[config.mk]
export PLATFORM = sky130hd
export DESIGN_NAME = rng_word_packer
export DESIGN_NICKNAME = d
export VERILOG_FILES = /design/src/rtl/rng_word_packer_pkg.sv /design/src/rtl/rng_word_packer_fifo.sv /design/src/rtl/rng_word_packer.sv
export SDC_FILE = /design/constraint.sdc
export NUM_CORES = 1
export LEC_CHECK = 0
export ABC_AREA = 1
export CAP_MARGIN = 20
export CELL_PAD_IN_SITES_DETAIL_PLACEMENT = 1
export CELL_PAD_IN_SITES_GLOBAL_PLACEMENT = 1
export CORE_ASPECT_RATIO = 0.8
export CORE_MARGIN = 4
export CORE_UTILIZATION = 44
export DETAILED_ROUTE_END_ITERATION = 16
export PLACE_DENSITY_LB_ADDON = 0.15
export REMOVE_ABC_BUFFERS = 1
export SLEW_MARGIN = 20
export SYNTH_ARGS = -nofsm -noshare
export SYNTH_HDL_FRONTEND = slang
export SYNTH_SLANG_ARGS = --single-unit
[constraint.sdc]
create_clock -name clk -period 2.37 [get_ports clk]
set_input_delay 0.474 -clock clk [delete_from_list [all_inputs] [get_ports clk]]
set_output_delay 0.474 -clock clk [all_outputs]
set_load 0.05 [all_outputs]
[src/rtl/rng_word_packer_pkg.sv]
// Shared defaults for the random-bit packer, whitening stage and host interface.
package rng_word_packer_pkg;
   localparam int RNG_WORD_W     = 8;
   localparam int RNG_FIFO_DEPTH = 4;
   localparam int RNG_CNT_W      = 8;
endpackage

[src/rtl/rng_word_packer_fifo.sv]
// Synchronous word FIFO; a push into a full FIFO is accepted when a pop happens in the same cycle.
module rng_word_fifo
   import rng_word_packer_pkg::*;
#(
   parameter int WIDTH = RNG_WORD_W,
   parameter int DEPTH = RNG_FIFO_DEPTH
) (
   input  logic                     clk,
   input  logic                     rst_n,
   input  logic                     clr,
   input  logic                     push,
   input  logic [WIDTH-1:0]         push_data,
   input  logic                     pop,
   output logic [WIDTH-1:0]         pop_data,
   output logic [$clog2(DEPTH):0]   level,
   output logic                     full,
   output logic                     empty
);
   localparam int AW = $clog2(DEPTH);
   localparam int LW = AW + 1;

   logic [WIDTH-1:0] mem [DEPTH];
   logic [AW-1:0]    wr_ptr;
   logic [AW-1:0]    rd_ptr;
   logic             do_push;
   logic             do_pop;

   assign empty    = (level == '0);
   assign full     = (level == LW'(DEPTH));
   assign do_pop   = pop & ~empty & ~clr;
   assign do_push  = push & (~full | do_pop) & ~clr;
   assign pop_data = mem[rd_ptr];

   always_ff @(posedge clk or negedge rst_n) begin
      if (!rst_n) begin
         wr_ptr <= '0;
         rd_ptr <= '0;
         level  <= '0;
      end else if (clr) begin
         wr_ptr <= '0;
         rd_ptr <= '0;
         level  <= '0;
      end else begin
         if (do_push) wr_ptr <= wr_ptr + AW'(1);
         if (do_pop)  rd_ptr <= rd_ptr + AW'(1);
         if (do_push && !do_pop)      level <= level + LW'(1);
         else if (do_pop && !do_push) level <= level - LW'(1);
      end
   end

   // Storage is data only; validity comes from level, so no reset needed.
   always_ff @(posedge clk) begin
      if (do_push) mem[wr_ptr] <= push_data;
   end
endmodule

[src/rtl/rng_word_packer.sv]
// Packs a valid/bit stream LSB-first into words, buffers them, and counts words lost to a full FIFO.
module rng_word_packer
   import rng_word_packer_pkg::*;
#(
   parameter int WORD_W = RNG_WORD_W,
   parameter int DEPTH  = RNG_FIFO_DEPTH,
   parameter int CNT_W  = RNG_CNT_W
) (
   input  logic                    clk,
   input  logic                    rst_n,
   input  logic                    i_valid,
   input  logic                    i_bit,
   input  logic                    i_clr,
   output logic                    o_valid,
   output logic [WORD_W-1:0]       o_data,
   input  logic                    i_ready,
   output logic [$clog2(DEPTH):0]  o_level,
   output logic                    o_overflow,
   output logic [CNT_W-1:0]        o_drop_cnt
);
   localparam int BW = $clog2(WORD_W);
   localparam logic [BW-1:0] LAST = BW'(WORD_W - 1);

   logic [BW-1:0]     bit_cnt;
   logic [WORD_W-1:0] shreg;
   logic [WORD_W-1:0] shreg_nxt;
   logic              word_done;
   logic              fifo_full;
   logic              fifo_empty;
   logic              pop_ok;
   logic              drop;

   function automatic logic [CNT_W-1:0] sat_inc(input logic [CNT_W-1:0] v);
      return (&v) ? v : v + CNT_W'(1);
   endfunction

   always_comb begin
      shreg_nxt          = shreg;
      shreg_nxt[bit_cnt] = i_bit;
   end

   assign word_done = i_valid & (bit_cnt == LAST) & ~i_clr;
   assign o_valid   = ~fifo_empty;
   assign pop_ok    = o_valid & i_ready;
   // The source cannot stall, so a completed word with nowhere to go is lost.
   assign drop      = word_done & fifo_full & ~pop_ok;

   always_ff @(posedge clk or negedge rst_n) begin
      if (!rst_n) begin
         bit_cnt    <= '0;
         shreg      <= '0;
         o_overflow <= 1'b0;
         o_drop_cnt <= '0;
      end else if (i_clr) begin
         bit_cnt    <= '0;
         shreg      <= '0;
         o_overflow <= 1'b0;
         o_drop_cnt <= '0;
      end else begin
         if (i_valid) begin
            bit_cnt <= (bit_cnt == LAST) ? '0 : bit_cnt + BW'(1);
            shreg   <= (bit_cnt == LAST) ? '0 : shreg_nxt;
         end
         if (drop) begin
            o_overflow <= 1'b1;
            o_drop_cnt <= sat_inc(o_drop_cnt);
         end
      end
   end

   rng_word_fifo #(
      .WIDTH (WORD_W),
      .DEPTH (DEPTH)
   ) u_fifo (
      .clk       (clk),
      .rst_n     (rst_n),
      .clr       (i_clr),
      .push      (word_done),
      .push_data (shreg_nxt),
      .pop       (i_ready),
      .pop_data  (o_data),
      .level     (o_level),
      .full      (fifo_full),
      .empty     (fifo_empty)
   );
endmodule
==> impl_metrics.env, run 1 <==
export IMPL_status="completed"
export IMPL_syn_area_um2=2790
export IMPL_max_freq_mhz=440
export IMPL_synth_seq_cells=59
export IMPL_ctsHoldBuffers=0
export IMPL_critPathCaptureType="output port"
export IMPL_crit_family="buffers and inverters"
export IMPL_cp_slowest_cell="clkdlybuf4s50_1"
export IMPL_place_congestion=0.806
export IMPL_path_clk_slew_ns=0.06
export IMPL_clock_latency_ns=0.34
export IMPL_relSlewSlack_pct=58.0
export IMPL_die_area_um2=7690
export IMPL_grt_pass1_vias=2396
export IMPL_cts_max_path_buffers=2
export IMPL_synth_main_ff_cell="edfxtp_1"
export IMPL_core_area_um2=6040
export IMPL_hold_viol_final=0
export IMPL_io_buffer_count=26
export IMPL_max_stage_delay_ns=0.81
export IMPL_critPathKind="reg2out"
export IMPL_period_minus_slack_ns=2.27
export IMPL_ir_drop_mv=0.668
export IMPL_routed_via_density=5.35
export IMPL_path_cells="inv_2 > nand2_2 > clkdlybuf4s50_1"
export IMPL_slew_violations=0
export IMPL_drc_errors=0
export IMPL_antenna_found_initial=0
export IMPL_layout_commonest_cell="nand2_1"
export IMPL_nFillCells=680
export IMPL_cts_root_buf="clkbuf_8"
export IMPL_die_h_um=79.2
export IMPL_vias=2208
export IMPL_cts_sinks=59
export IMPL_syn2layout_area_growth_pct=24.0
export IMPL_synth_cell_type_count=27
export IMPL_holdWs_ns=0.489
export IMPL_synth_top_cell_area_share_pct=34.4
export IMPL_cp_required_ns=1.90
export IMPL_seq_area_frac_synth_pct=58.6
export IMPL_synth_edff_count=32
export IMPL_grt_pass1_wl_mm=12.7
export IMPL_track_usage_pct=21.5
export IMPL_htreeDepth=3
export IMPL_ios=27
export IMPL_fin_nets=341
export IMPL_yosysTopAreaCell="edfxtp_1"
export IMPL_die_w_um=97.1
export IMPL_min_from="o_overflow$_DFFE_PN0P_"
export IMPL_worstMarginPinSlew_ns=0.624
export IMPL_ys_top_cells_by_area="edfxtp_1 (34%), dfrtp_1 (24%), nand2_1 (7.1%), o21ai_0 (6.8%), inv_1 (4.7%)"
export IMPL_cts_repair_resized=0
export IMPL_drtIter0Drc=200
export IMPL_synth_cells=287
export IMPL_wire_per_inst_um=18.0
export IMPL_drt_first_pass_iters=4
export IMPL_rows=25
export IMPL_grt_start_max_net_pins=28
export IMPL_power_leakage_nw=1.43
export IMPL_setup_viol=0
export IMPL_hp_class="reg2reg"
export IMPL_cts_setup_buffers=0
export IMPL_crit_buf_inv=2
export IMPL_arrival_ns=1.80
export IMPL_rsz0062_at_grt="no"
export IMPL_ant_nets=0
export IMPL_diodes=0
export IMPL_pwr_density_cell_nw_per_um2=834
export IMPL_worstSetupStartpoint="u_fifo.level[2]$_DFFE_PN0P_"
export IMPL_layout_drive_gt1_share_pct=15.7
export IMPL_layout_common_cells="nand2_1 (53), o21ai_0 (38), inv_1 (34), edfxtp_1 (32), dfrtp_1 (27)"
export IMPL_r2r_start="bit_cnt[0]$_DFFE_PN0P_"
export IMPL_cts_made_buffers=9
export IMPL_synth_avg_cell_area_um2=9.73
export IMPL_dp_hpwl_mm=5.26
export IMPL_power_total_mw=2.89
export IMPL_period_share_pct=95.9
export IMPL_cts_tree="built"
export IMPL_yosysWarningCount=0
export IMPL_start_util_pct=46.2
export IMPL_async_flop_share_pct=45.8
export IMPL_grt_overflow=0
export IMPL_max_cap_violations=0
export IMPL_crit_path_max_fanout=5
export IMPL_skew_ns=0.00759
export IMPL_startpoint_type="flop"
export IMPL_fin_setup_tns_ns=0
export IMPL_wirelength_mm=7.43
[per-layer routing]
layer | share of wire [%] | global-route usage (%) | vias to the layer above
met2 | 49 | 34.8 | 57
met4 | 1.7 | 7.57 | 0
met1 | 44 | 28.6 | 1098
li1 | - | - | 1042
met3 | 5.3 | 4.83 | 11
met5 | 0 | 0 | -
[final timing paths]
path                       slack (ns)                            to  depth (start not counted)
max                               0.1                       o_valid                          3
min                              0.49        o_overflow$_DFFE_PN0P_                          2
max reg2reg                      0.30   u_fifo.level[2]$_DFFE_PN0P_                         11
min reg2reg                      0.49        o_overflow$_DFFE_PN0P_                          2
max in group asynchronous        1.58          shreg[1]$_DFFE_PN0P_                          2
min in group asynchronous        0.51  u_fifo.wr_ptr[1]$_DFFE_PN0P_                          2
[through the flow]
| step | area [µm²] | util, % | std cells | worst slack [ns] |
|---|---|---|---|---|
| floorplan | 2760 | - | 281 | 0.217 |
| detailed placement | 3270 | 54.1 | 397 | 0.226 |
| CTS | 3460 | 57.3 | 413 | 0.0685 |
| global route | 3460 | 57.3 | 413 | 0.0155 |
| finish | 3460 | 57.3 | 413 | 0.0964 |
| global placement | 3270 | 54.1 | 397 | 0.274 |
[sequential cells by signal (all words and copies together) (netlist names)]
| name | count |
|---|---|
| u_fifo.mem | 32 |
| bit_cnt | 3 |
| u_fifo.level | 3 |
| o_overflow | 1 |
| o_drop_cnt | 8 |
| shreg | 8 |
| u_fifo.rd_ptr | 2 |
| u_fifo.wr_ptr | 2 |
[cell families after synthesis]
group	synth area share, %
adder cells (fa/ha/maj)	3.85
buffers and inverters	6.19
AND/OR/NAND/NOR	18.6
AO/OA/AOI/OAI	11.8
XOR/XNOR	0.941
flip-flops	58.6
[power by group]
group          switching (mW)  total (mW)  internal (mW)
Sequential             0.0484        1.17           1.12
Combinational           0.543       0.846          0.303
Clock                   0.383       0.876          0.493
Total                   0.974        2.89           1.91
[Yosys cell counts, types with 2 or more instances]
library cell and n:
nand3_2 2, nand3_1 17, a21oi_1 5, nand2_1 53, dfrtp_1 27, o22ai_1 11
edfxtp_1 32, nor2_1 25, inv_2 2, o21ai_2 4, buf_2 3, o21ai_0 38
or2_2 4, xor2_1 3, o21ai_1 2, nor2_4 2, ha_1 7, clkbuf_1 2
inv_1 35, nand2_2 4, nand4_1 3
[tightest hold or removal path: stages (launching register included)]
cell and delay (ns):
dfrtp_1 0.34, nand2_1 0.06, nand2_1 0.06
[layout make-up]
cell class	count	area, µm²	area share [%]
Timing Repair Buffer	35	408	11.8
Clock buffer	15	186	5.38
Sequential cell	59	1640	47.3
Tap cell	81	101	2.93
Multi-Input combinational cell	185	982	28.4
Clock inverter	1	5.00	0.145
Inverter	37	143	4.12
Power figures use the tool's default switching activity.
==> inputs of run 2 (changes only) <==
Settings changed: CORE_ASPECT_RATIO 0.8 to 1.4.
==> run 2 against run 1 <==
- utilization down 1.6 points
- hold slack better by 0.013 ns
- fmax up 2.8%
- die area up 0.13%
- cell count down 2.2%
- critical path depth unchanged
- wire length down 14%
- non-clock buffer count unchanged
- sequential power about the same
- clock skew up 0.00071 ns
- first-iteration DRC count down 41%
- critical endpoint unchanged
- largest cell class unchanged
- largest power group unchanged
- highest routed layer unchanged
==> impl_metrics.env, run 2 (synthesis gave the netlist of run 1 again) <==
export IMPL_status="completed"
export IMPL_ir_drop_mv=0.610
export IMPL_path_clk_slew_ns=0.07
export IMPL_grt_pass1_wl_mm=10.7
export IMPL_fin_setup_tns_ns=0
export IMPL_cts_setup_buffers=0
export IMPL_p_int_mw=2.00
export IMPL_cts_tree="built"
export IMPL_final_cells=404
export IMPL_grt_pass1_vias=2301
export IMPL_die_w_um=75.3
export IMPL_die_h_um=102
export IMPL_relSlewSlack_pct=56.1
export IMPL_worstMarginPinSlew_ns=0.652
export IMPL_wire_per_inst_um=15.9
export IMPL_core_area_um2=6210
export IMPL_vias=2141
export IMPL_clock_latency_ns=0.34
export IMPL_cts_made_buffers=9
export IMPL_largest_reg_flops=32
export IMPL_io_buffer_count=26
export IMPL_syn2layout_area_growth_pct=24.1
export IMPL_arrival_ns=1.74
export IMPL_start_util_pct=44.9
export IMPL_post_route_cell_area_um2=3460
export IMPL_max_stage_delay_ns=0.80
export IMPL_layout_drive_gt1_share_pct=15.4
export IMPL_setup_viol=0
export IMPL_reg_top3="u_fifo.mem (32), o_drop_cnt (8), shreg (8)"
export IMPL_path_cells="inv_2 > nand2_2 > clkdlybuf4s50_1"
export IMPL_fin_nets=341
export IMPL_startpoint_type="flop"
export IMPL_drtIter0Drc=119
export IMPL_critPathKind="reg2out"
export IMPL_wirelength_mm=6.42
export IMPL_layout_commonest_cell="nand2_1"
export IMPL_period_minus_slack_ns=2.21
export IMPL_ctsHoldBuffers=0
export IMPL_final_core_util_pct=55.8
export IMPL_cp_required_ns=1.90
export IMPL_crit_path_max_fanout=5
export IMPL_drc_errors=0
export IMPL_swShare_pct=32.3
export IMPL_grt_start_max_net_pins=28
export IMPL_place_congestion=0.771
export IMPL_numPlacedInstances=388
export IMPL_max_freq_mhz=452
export IMPL_antenna_found_initial=0
export IMPL_layout_common_cells="nand2_1 (53), o21ai_0 (38), inv_1 (35), edfxtp_1 (32), dfrtp_1 (27)"
export IMPL_rsz0062_at_grt="no"
export IMPL_ios=27
export IMPL_cts_max_path_buffers=2
export IMPL_htreeDepth=3
export IMPL_grt_overflow=0
export IMPL_place_area_um2=3260
export IMPL_slew_violations=0
export IMPL_power_leakage_nw=1.43
export IMPL_ant_nets=0
export IMPL_skew_ns=0.00830
export IMPL_setup_slack_ns=0.159
export IMPL_power_frac_clock_pct=33.3
export IMPL_dp_slack_ns=0.198
export IMPL_cts_sinks=59
export IMPL_combPwrFrac_pct=27.5
export IMPL_dp_hpwl_mm=4.74
export IMPL_pwr_density_cell_nw_per_um2=851
export IMPL_routed_via_density=5.30
export IMPL_drt_first_pass_iters=4
export IMPL_critPathCaptureType="output port"
export IMPL_pwr_share_seq_pct=39.2
export IMPL_max_cap_violations=0
export IMPL_hold_viol_final=0
export IMPL_cts_repair_resized=0
export IMPL_period_share_pct=93.3
export IMPL_switchingPower_mw=0.952
export IMPL_diodes=0
export IMPL_cp_slowest_cell="clkdlybuf4s50_1"
export IMPL_die_area_um2=7700
export IMPL_hp_class="reg2reg"
export IMPL_largest_register="u_fifo.mem"
export IMPL_rows=34
export IMPL_track_usage_pct=18.9
export IMPL_cts_root_buf="clkbuf_8"
==> run 2: metrics by stage <==
| stage | total power [mW] | hold WS [ns] |
|---|---|---|
| 3_5_place_dp | 2.00 | 0.479 |
| 5_1_grt | 3.08 | 0.530 |
| 6_report | 2.95 | 0.502 |
| 3_3_place_gp | 1.98 | 0.474 |
| 2_1_floorplan | 1.65 | 0.178 |
| 4_1_cts | 2.98 | 0.503 |
==> run 2: metal layers <==
| metal | global-route usage [%] | part of all wire (%) |
|---|---|---|
| met5 | 0 | 0 |
| met1 | 20.8 | 41 |
| met2 | 33.5 | 54 |
| met3 | 4.13 | 2.9 |
| met4 | 9.02 | 1.9 |
==> run 2: area by class of cell <==
type | instances | area [µm²]
Fill cell | 699 | 2750
Tap cell | 72 | 90.1
Inverter | 37 | 139
Timing Repair Buffer | 35 | 408
Clock buffer | 10 | 128
Clock inverter | 6 | 81.3
Multi-Input combinational cell | 185 | 982
Sequential cell | 59 | 1640
==> run 2: power by group through the flow <==
stage	registers, mW	clock network (mW)	logic (mW)
global route	1.16	1.04	0.877
CTS	1.16	1.00	0.823
detailed placement	1.18	0	0.820
global placement	1.18	0	0.806
finish	1.16	0.983	0.811
floorplan	1.26	0	0.393
==> run 2: worst paths after layout <==
path | start | to | slack, ns | depth (start not counted)
max | u_fifo.level[2]$_DFFE_PN0P_ | o_valid | 0.16 | 3
max reg2reg | bit_cnt[0]$_DFFE_PN0P_ | u_fifo.level[2]$_DFFE_PN0P_ | 0.42 | 11
min in group asynchronous | rst_n | shreg[6]$_DFFE_PN0P_ | 0.54 | 2
min | o_overflow$_DFFE_PN0P_ | o_overflow$_DFFE_PN0P_ | 0.50 | 2
min reg2reg | o_overflow$_DFFE_PN0P_ | o_overflow$_DFFE_PN0P_ | 0.50 | 2
max in group asynchronous | rst_n | o_drop_cnt[0]$_DFFE_PN0P_ | 1.55 | 2
==> run 2: worst max-delay path, delay by kind of cell, from the launching register on <==
family	cells	cell delay [ns]
flip-flops	1	0.43
buffers and inverters	2	0.88
AND/OR/NAND/NOR	1	0.10
==> variant: new RTL, flow settings as in run 2 <==
Reset style: synchronous (`rst_n`), changed in 2 clocked blocks.
--- a/src/rtl/rng_word_packer_fifo.sv
+++ b/src/rtl/rng_word_packer_fifo.sv
@@ -33,3 +33,3 @@
 
-   always_ff @(posedge clk or negedge rst_n) begin
+   always_ff @(posedge clk) begin
       if (!rst_n) begin
--- a/src/rtl/rng_word_packer.sv
+++ b/src/rtl/rng_word_packer.sv
@@ -47,3 +47,3 @@
 
-   always_ff @(posedge clk or negedge rst_n) begin
+   always_ff @(posedge clk) begin
       if (!rst_n) begin
Behaviour: differs if rst_n is asserted again (counterexample within 10 cycles, from zero or initial values and one cycle with rst_n low); with rst_n held inactive, the same outputs for 10 cycles.
==> variant against run 2 <==
- sequential cell count grew 2
- critical path type unchanged
- sequential share of layout area shrank 1.1 points
- final area shrank 3.6%
- clock skew shrank 0.00080 ns
- setup slack lost 0.0081 ns
- synthesized area shrank 2.1%
- wire length shrank 6.3%
- fmax shrank 0.36%
Power is not compared: it rests on default switching activity, and its combinational part moved more than twofold at a synthesized area within 25%.
==> variant: results (changes against run 2) <==
[placed_design]
gp_congestion=0.756  ; -1.9%
dp_hpwl_um=4410  ; -6.9%
pre_cts_ws_ns=-0.195  ; -0.393 ns
io_buffers=26  ; unchanged
placed_cell_area_mm2=0.00316  ; -3.1%

[layout]
antenna_cells=0  ; unchanged
num-nets-final=358  ; +5.0%
reg.largest.list=u_fifo.mem x32, o_drop_cnt x8, shreg x8
drive_gt1_share_pct=17.8  ; +2.5 points

[yosys]
synthTopCellsByArea=edfxtp_1 35%, dfxtp_1 21%, nand2_1 7.4%
yosysWarnings=0  ; unchanged
seq_area_frac_synth_pct=56.4  ; -2.2 points
synth_edf_count=32  ; unchanged
synth_cell_types=27  ; unchanged
ys_top_cells_by_count=54 x nand2_1, 34 x nor2_1, 32 x edfxtp_1
async_flop_share_pct=0  ; -46 points

[worst_setup_path]
cp.arrival_ns=1.75
reg2reg_to=u_fifo.level[2]
critPathMaxStageDelay_ns=0.80  ; about the same
crit_family=buffers and inverters
cp_max_fo=4  ; -1
slowest_stage=clkdlybuf4s50_1
ff2ff_setup_slack_ns=0.15  ; -0.27 ns
reg2reg_depth=13  ; +2
r2r-start=bit_cnt[0]

[status]
status=complete, no violations

[power_and_ir_drop]
ir_worst_vdd_v=0.000304
p_leak_nw=1.21

[detailed_routing]
drt_iter0_markers=123  ; +3.4%
firstDrtPassIters=4  ; unchanged
drt-total-wl_um=6010  ; -6.3%
via_per_inst=5.17  ; -2.5%

[grt]
first_global_vias=2281  ; -0.87%
grtUsageTotal_pct=18.3  ; -0.59 points
grt_pass1_wl_um=10600  ; -1.2%
antenna_found_initial=0  ; unchanged
grt_max_degree=17  ; -39%

[clock_tree]
clk_pin_slew_ns=0.07  ; about the same
cts-buffers-inserted=9  ; unchanged
root_buffer=clkbuf_8
insertion_delay_ns=0.34  ; about the same
cts-htree-levels=3  ; unchanged
clk_path_buf_depth=2  ; unchanged
post_cts_buffers=0  ; unchanged
cts_resized=0  ; unchanged

[min_path]
worstHoldPathType=flop to flop
min_path_cells=2  ; unchanged
hp-start=shreg[6]
hold_end=shreg[6]

[timing]
worstMarginPinSlew_ns=0.506  ; -0.146 ns
finalClockSkew_ns=0.00749  ; -0.000802 ns

variant: kinds of logic after synthesis:
kind of cell | share of synthesized area [%]
adders and majority gates | 4.39
xor gates and xnor gates | 0.961
AOI/OAI and AO/OA | 12.6
and+or+nand+nor | 19.6
DFF | 56.4
buffers and inverters | 6.00
variant: routing by layer:
metal,GRT usage (%),share of wire [%]
met1,20.8,41
met2,32.6,55
met3,4.47,2.5
met4,6.58,1.7
met5,0,0
variant: report_power, final:
part	total, mW	internal, mW	leakage [nW]	switching (mW)
Clock	0.868	0.479	0.0907	0.389
Combinational	0.0598	0.0224	0.599	0.0374
Sequential	1.11	1.11	0.519	0.00151
Total	2.04	1.61	1.21	0.428
variant: tightest hold or removal path: cells and delay by family, from the launching register on:
family             cells  cell delay, ns
DFF                    1            0.31
and+or+nand+nor        1            0.06
AOI/OAI and AO/OA      1            0.05
variant: worst max-delay path by stage:
stage / start / end / slack (ns) / cells past startpoint
2_1_floorplan: u_fifo.level[1] / u_fifo.level[1] / -0.02 / 8
3_3_place_gp: i_ready / u_fifo.level[2] / -0.10 / 12
3_5_place_dp: i_ready / u_fifo.level[2] / -0.19 / 12
4_1_cts: u_fifo.level[0] / o_valid / 0.13 / 3
5_1_grt: bit_cnt[0] / u_fifo.level[2] / 0.008 / 13
6_report: u_fifo.level[0] / o_valid / 0.15 / 3
variant: area by class of cell:
cell class                      instances  area (µm²)
Clock buffer                           11         131
Clock inverter                          5        51.3
Fill cell                             708        2610
Inverter                               32         123
Multi-Input combinational cell        195        1030
Sequential cell                        61        1540
Tap cell                               70        87.6
Timing Repair Buffer                   44         375
variant: through the flow:
stage	hold WS [ns]	util, %	setup TNS, ns	cells
after floorplan	0.445	-	-0.0268	288
after global placement	0.451	53.1	-0.104	402
after detailed placement	0.455	53.1	-0.195	402
after CTS	0.465	56.1	0	418
after global routing	0.491	56.1	0	418
final	0.465	56.1	0	418
